### src/rtl/dm_pkg.sv
`default_nettype none
// ============================================================================
// Module      : dm_pkg
// Description : Shared constants, state encoding and port-index type for the
//               data-memory arbiter.
// Revision    : 1.0 - initial release
// ============================================================================
package dm_pkg;

    localparam int DM_DEPTH = 3072;
    localparam int DM_AW    = 16;

    localparam logic [0:0] ST_CLEAR = 1'b0;
    localparam logic [0:0] ST_SERVE = 1'b1;

    typedef enum logic {
        PORT0 = 1'b0,
        PORT1 = 1'b1
    } port_idx_t;

    function automatic port_idx_t other_port(input port_idx_t p);
        return (p == PORT0) ? PORT1 : PORT0;
    endfunction

endpackage
`default_nettype wire

### src/rtl/rr_arb2.sv
`default_nettype none
// ============================================================================
// Module      : rr_arb2
// Description : Two-input round-robin grant; the pointer names the favoured
//               port and flips to the other port after every grant.
// Revision    : 1.0 - initial release
// ============================================================================
module rr_arb2
    import dm_pkg::*;
(
    input  logic       clk,
    input  logic       res,
    input  logic       i_en,
    input  logic [1:0] i_req,
    output logic [1:0] o_gnt
);

    port_idx_t  r_ptr;
    logic [1:0] w_gnt;

    always_comb begin
        w_gnt = 2'b00;
        if (i_en) begin
            if (i_req == 2'b11) begin
                w_gnt = (r_ptr == PORT0) ? 2'b01 : 2'b10;
            end else begin
                w_gnt = i_req;
            end
        end
    end

    assign o_gnt = w_gnt;

    always_ff @(posedge clk or negedge res) begin
        if (!res) begin
            r_ptr <= PORT0;
        end else if (|w_gnt) begin
            r_ptr <= other_port(w_gnt[1] ? PORT1 : PORT0);
        end
    end

endmodule
`default_nettype wire

### src/rtl/dm_arbiter.sv
`default_nettype none
// ============================================================================
// Module      : dm_arbiter
// Description : Two-requester data-memory arbiter with a full zero-clear sweep
//               after reset or on request, and one-cycle registered responses.
// Revision    : 1.0 - initial release
// ============================================================================
module dm_arbiter
    import dm_pkg::*;
#(
    parameter int DEPTH = DM_DEPTH,
    parameter int AW    = DM_AW
) (
    input  logic          clk,
    input  logic          res,
    input  logic          m0_req,
    input  logic          m0_we,
    input  logic [AW-1:0] m0_addr,
    input  logic [31:0]   m0_wdata,
    output logic          m0_gnt,
    output logic          m0_rvalid,
    output logic [31:0]   m0_rdata,
    output logic          m0_err,
    input  logic          m1_req,
    input  logic          m1_we,
    input  logic [AW-1:0] m1_addr,
    input  logic [31:0]   m1_wdata,
    output logic          m1_gnt,
    output logic          m1_rvalid,
    output logic [31:0]   m1_rdata,
    output logic          m1_err,
    input  logic          clr_req,
    output logic          dm_we,
    output logic [AW-1:0] dm_addr,
    output logic [31:0]   dm_wdata,
    input  logic [31:0]   dm_rdata,
    output logic          ready
);

    localparam int            c_CW        = AW - 2;
    localparam logic [c_CW-1:0] c_LAST_WORD = c_CW'(DEPTH - 1);

    logic [0:0]      r_state;
    logic [c_CW-1:0] r_cnt;
    logic [1:0]      r_rvalid;
    logic [1:0]      r_err;
    logic [31:0]     r_rdata0;
    logic [31:0]     r_rdata1;

    logic            w_en;
    logic [1:0]      w_gnt;
    port_idx_t       w_sel;
    logic [AW-1:0]   w_addr;
    logic [31:0]     w_wdata;
    logic            w_we;
    logic            w_legal;
    logic [31:0]     w_resp_data;

    // Arbitration is suppressed during the sweep and in the cycle a clear is taken.
    assign w_en = (r_state == ST_SERVE) && !clr_req;

    rr_arb2 u_rr_arb2 (
        .clk   (clk),
        .res   (res),
        .i_en  (w_en),
        .i_req ({m1_req, m0_req}),
        .o_gnt (w_gnt)
    );

    always_comb begin
        w_sel       = w_gnt[1] ? PORT1 : PORT0;
        w_addr      = (w_sel == PORT1) ? m1_addr  : m0_addr;
        w_wdata     = (w_sel == PORT1) ? m1_wdata : m0_wdata;
        w_we        = (w_sel == PORT1) ? m1_we    : m0_we;
        w_legal     = (w_addr[1:0] == 2'b00) && (w_addr[AW-1:2] <= c_LAST_WORD);
        w_resp_data = (w_we || !w_legal) ? 32'h0 : dm_rdata;
    end

    always_comb begin
        dm_we    = 1'b0;
        dm_addr  = '0;
        dm_wdata = 32'h0;
        if (r_state == ST_CLEAR) begin
            dm_we   = 1'b1;
            dm_addr = {r_cnt, 2'b00};
        end else if (|w_gnt) begin
            dm_we    = w_we && w_legal;
            dm_addr  = w_addr;
            dm_wdata = w_wdata;
        end
    end

    always_ff @(posedge clk or negedge res) begin
        if (!res) begin
            r_state <= ST_CLEAR;
            r_cnt   <= '0;
        end else if (r_state == ST_CLEAR) begin
            if (r_cnt == c_LAST_WORD) begin
                r_state <= ST_SERVE;
                r_cnt   <= '0;
            end else begin
                r_cnt <= r_cnt + 1'b1;
            end
        end else if (clr_req) begin
            r_state <= ST_CLEAR;
            r_cnt   <= '0;
        end
    end

    // Responses come only from grants, so a response already in flight when a
    // clear is accepted still drains in the following cycle.
    always_ff @(posedge clk or negedge res) begin
        if (!res) begin
            r_rvalid <= 2'b00;
            r_err    <= 2'b00;
            r_rdata0 <= 32'h0;
            r_rdata1 <= 32'h0;
        end else begin
            r_rvalid <= w_gnt;
            r_err    <= w_gnt & {2{~w_legal}};
            if (w_gnt[0]) begin
                r_rdata0 <= w_resp_data;
            end
            if (w_gnt[1]) begin
                r_rdata1 <= w_resp_data;
            end
        end
    end

    assign m0_gnt    = w_gnt[0];
    assign m1_gnt    = w_gnt[1];
    assign m0_rvalid = r_rvalid[0];
    assign m1_rvalid = r_rvalid[1];
    assign m0_err    = r_err[0];
    assign m1_err    = r_err[1];
    assign m0_rdata  = r_rdata0;
    assign m1_rdata  = r_rdata1;
    assign ready     = (r_state == ST_SERVE);

endmodule
`default_nettype wire

### config.mk
export PLATFORM = sky130hd
export DESIGN_NAME = dm_arbiter
export DESIGN_NICKNAME = d
export VERILOG_FILES = /design/src/rtl/dm_pkg.sv /design/src/rtl/rr_arb2.sv /design/src/rtl/dm_arbiter.sv
export SDC_FILE = /design/constraint.sdc
export NUM_CORES = 1
export LEC_CHECK = 0
export BUFFER_PORTS_ARGS = -buffer_cell sky130_fd_sc_hd__buf_2
export CAP_MARGIN = 20
export CORE_MARGIN = 1.5
export CORE_UTILIZATION = 30
export CTS_CLUSTER_SIZE = 25
export DETAILED_ROUTE_END_ITERATION = 6
export PLACE_DENSITY = 0.63
export SETUP_SLACK_MARGIN = 0.15
export SYNTH_ARGS = -nofsm -noshare
export SYNTH_HDL_FRONTEND = slang
export SYNTH_SLANG_ARGS = --single-unit
export TNS_END_PERCENT = 5
### constraint.sdc
create_clock -name clk -period 5.25 [get_ports clk]
set_clock_uncertainty 0.1 [all_clocks]
set_input_delay 0.7875 -clock clk [delete_from_list [all_inputs] [get_ports clk]]
set_output_delay 0.7875 -clock clk [all_outputs]
set_load 0.02 [all_outputs]
==> impl_metrics.tcl <==
set metrics [dict create \
    layout_min_cycle_time_ns 3.88 \
    drive_gt1_share_pct 43.2 \
    slew_viol_final 0 \
    cts_resized 0 \
    ys_seq_elements 84 \
    clockBufferDepth 2 \
    grt_overflow_total 0 \
    pin_count 255 \
    via_per_inst 5.18 \
    hold_ws_ns 0.200 \
    max_cap_violations 0 \
    crit_path_max_fanout 49 \
    io_buffers 254 \
    gp_congestion 0.874 \
    leakagePower_nw 3.23 \
    clkLatencyLatePin_ns 0.34 \
    final.setup.tns_ns 0 \
    cp_data_required_time_ns 4.36 \
    cts_hold_buffers 0 \
    relSlewSlack_pct 36.9 \
    vias 4319 \
    synthFlopType "dfrtp_1" \
    antenna_found_initial 0 \
    rsz0062_at_grt "false" \
    power_density_nw_per_um2 299 \
    netlist_area_sq_um 4100 \
    dp_hpwl_microns 9890 \
    dpl_worst_slack_ns 1.67 \
    cts_tree "yes" \
    die_h_microns 120 \
    synth.top_cell.area_share_pct 51.3 \
    syn_nets 549 \
    hold_path.class "in -> async" \
    antenna_cells 0 \
    cts.sinks 84 \
    grt_max_degree 85 \
    final_common_cell "buf_2" \
    synth_edf_count 0 \
    h-tree-depth 3 \
    drc 0 \
    final_util_pct 43.8 \
    grt.total_usage_pct 19.1 \
    syn_inst 413 \
    setup_viol 0 \
    cts_made_buffers 9 \
    grt_pass1_vias 4137 \
    cp-end-kind "primary output" \
    drt_iter0_markers 217 \
    num_rows 42 \
    synthArstFlopShare_pct 100 \
    final_cell_mix "buf_2, dfrtp_1, nand2_1" \
    avgSynthCellArea_sq_um 9.92 \
    clk_pin_slew_worst_paths_ns 0.06 \
    ys_seq_area_share_pct 51.3 \
    core_sq_um 13300 \
    die-area_sq_um 14400 \
    area_delta_synth_final_pct 42.2 \
    fin_crit_sh_pct 73.9 \
    outcome "complete, no violations" \
    fp.dieW_microns 120 \
    hold_viol_final 0 \
    drt_wl_total_microns 13800 \
    cts_setup_buffers 0 \
    drtPass1Iterations 4 \
    ant_nets 0 \
    post_drt_wl_per_cell_microns 16.6 \
    ys_top_cells_by_area "dfrtp_1, a22o_1, nand2_1" \
    synth_largest_area_cell "dfrtp_1" \
    peakVddDrop_mv 0.153 \
    clock-root-buffer "clkbuf_16" \
    start_util_pct 30.8 \
    worst_slew_pin_slew_ns 0.947 \
    crit_type "reg -> out" \
    synth-warning-count 0 \
    timing.fmax_ghz 0.258 \
    synth.distinct_cells 41 \
    cp.arrival_ns 2.99 \
    layout_setup_ws_ns 1.37 \
    finalNetCount 788 \
    grt_pass1_wl_microns 21500 \
    start_kind "register" \
]
[final cells by class]
type / count / area, sq um
Clock buffer: 11 / 253
Clock inverter: 5 / 60.1
Fill cell: 1320 / 7470
Inverter: 17 / 63.8
Multi-Input combinational cell: 280 / 1770
Sequential cell: 84 / 2100
Tap cell: 176 / 220
Timing Repair Buffer: 260 / 1360
[through the flow]
stage                     instance area (sq um)  total power, mW  std cells
final                                      5830             1.74        833
after global routing                       5830             1.84        833
after CTS                                  5770             1.77        831
after detailed placement                   5460             1.10        815
after global placement                     5460             1.09        815
after floorplan                            4100            0.945        413
[registers in the layout (all words and copies together), names as in the netlist]
signal and count:
m0_rdata 32, m1_rdata 32, u_rr_arb2.r_ptr 1, r_err 2
ready 1, r_rvalid 2, r_cnt 14
[power breakdown]
group	internal [mW]	leakage (nW)	switching (mW)	total (mW)
combinational	0.143	1.93	0.209	0.352
sequential	0.688	1.16	0.0537	0.742
clock	0.395	0.152	0.256	0.651
total	1.23	3.23	0.518	1.74
[synthesized netlist by cell type, drive strengths merged, types with 2 or more instances]
| master | instances |
|---|---|
| a22o | 64 |
| buf | 13 |
| clkbuf | 19 |
| and2 | 3 |
| nor2 | 4 |
| nand4 | 4 |
| dfrtp | 84 |
| inv | 17 |
| mux2i | 16 |
| a31oi | 4 |
| nand2 | 81 |
| o22ai | 19 |
| nand3 | 4 |
| and3 | 3 |
| xnor2 | 3 |
| nor4 | 4 |
| o31ai | 2 |
| a21oi | 41 |
| o21ai | 9 |
| a41oi | 2 |
| nor3 | 2 |
[worst paths after layout]
kind                              start      endpoint  slack [ns]  cells after the start
max reg2reg                       ready   m0_rdata[2]        2.35                      6
min reg2reg                m0_rdata[23]  m0_rdata[23]        0.40                      1
max                               ready    dm_addr[0]        1.37                      6
min in group clk           m0_rdata[23]  m0_rdata[23]        0.40                      1
max in group asynchronous           res   m1_rdata[8]        4.25                      2
min                                 res  m0_rdata[24]        0.20                      1
[per-layer routing]
layer / vias to the layer above / global-route usage [%] / routed length, microns
li1: 1987 / - / -
met1: 2075 / 25.1 / 6020
met2: 245 / 31.9 / 6660
met3: 12 / 3.71 / 1010
met4: 0 / 6.03 / 153
met5: - / 0 / 0
[critical path, cell delays in order (launching register included)]
cell,delay [ns]
dfrtp_1,0.96
and3b_1,0.34
nand2_2,0.08
inv_2,0.67
nand2_1,0.24
a21oi_1,0.18
buf_2,0.18
[kinds of logic after synthesis]
| logic type | synth area share [%] |
|---|---|
| AND/OR/NAND/NOR | 12.3 |
| XOR/XNOR | 0.641 |
| AO/OA/AOI/OAI | 25.6 |
| multiplexers | 3.91 |
| flip-flops | 51.3 |
| buffers and inverters | 5.89 |
| adder cells (fa/ha/maj) | 0.305 |
Power figures use the tool's default switching activity.
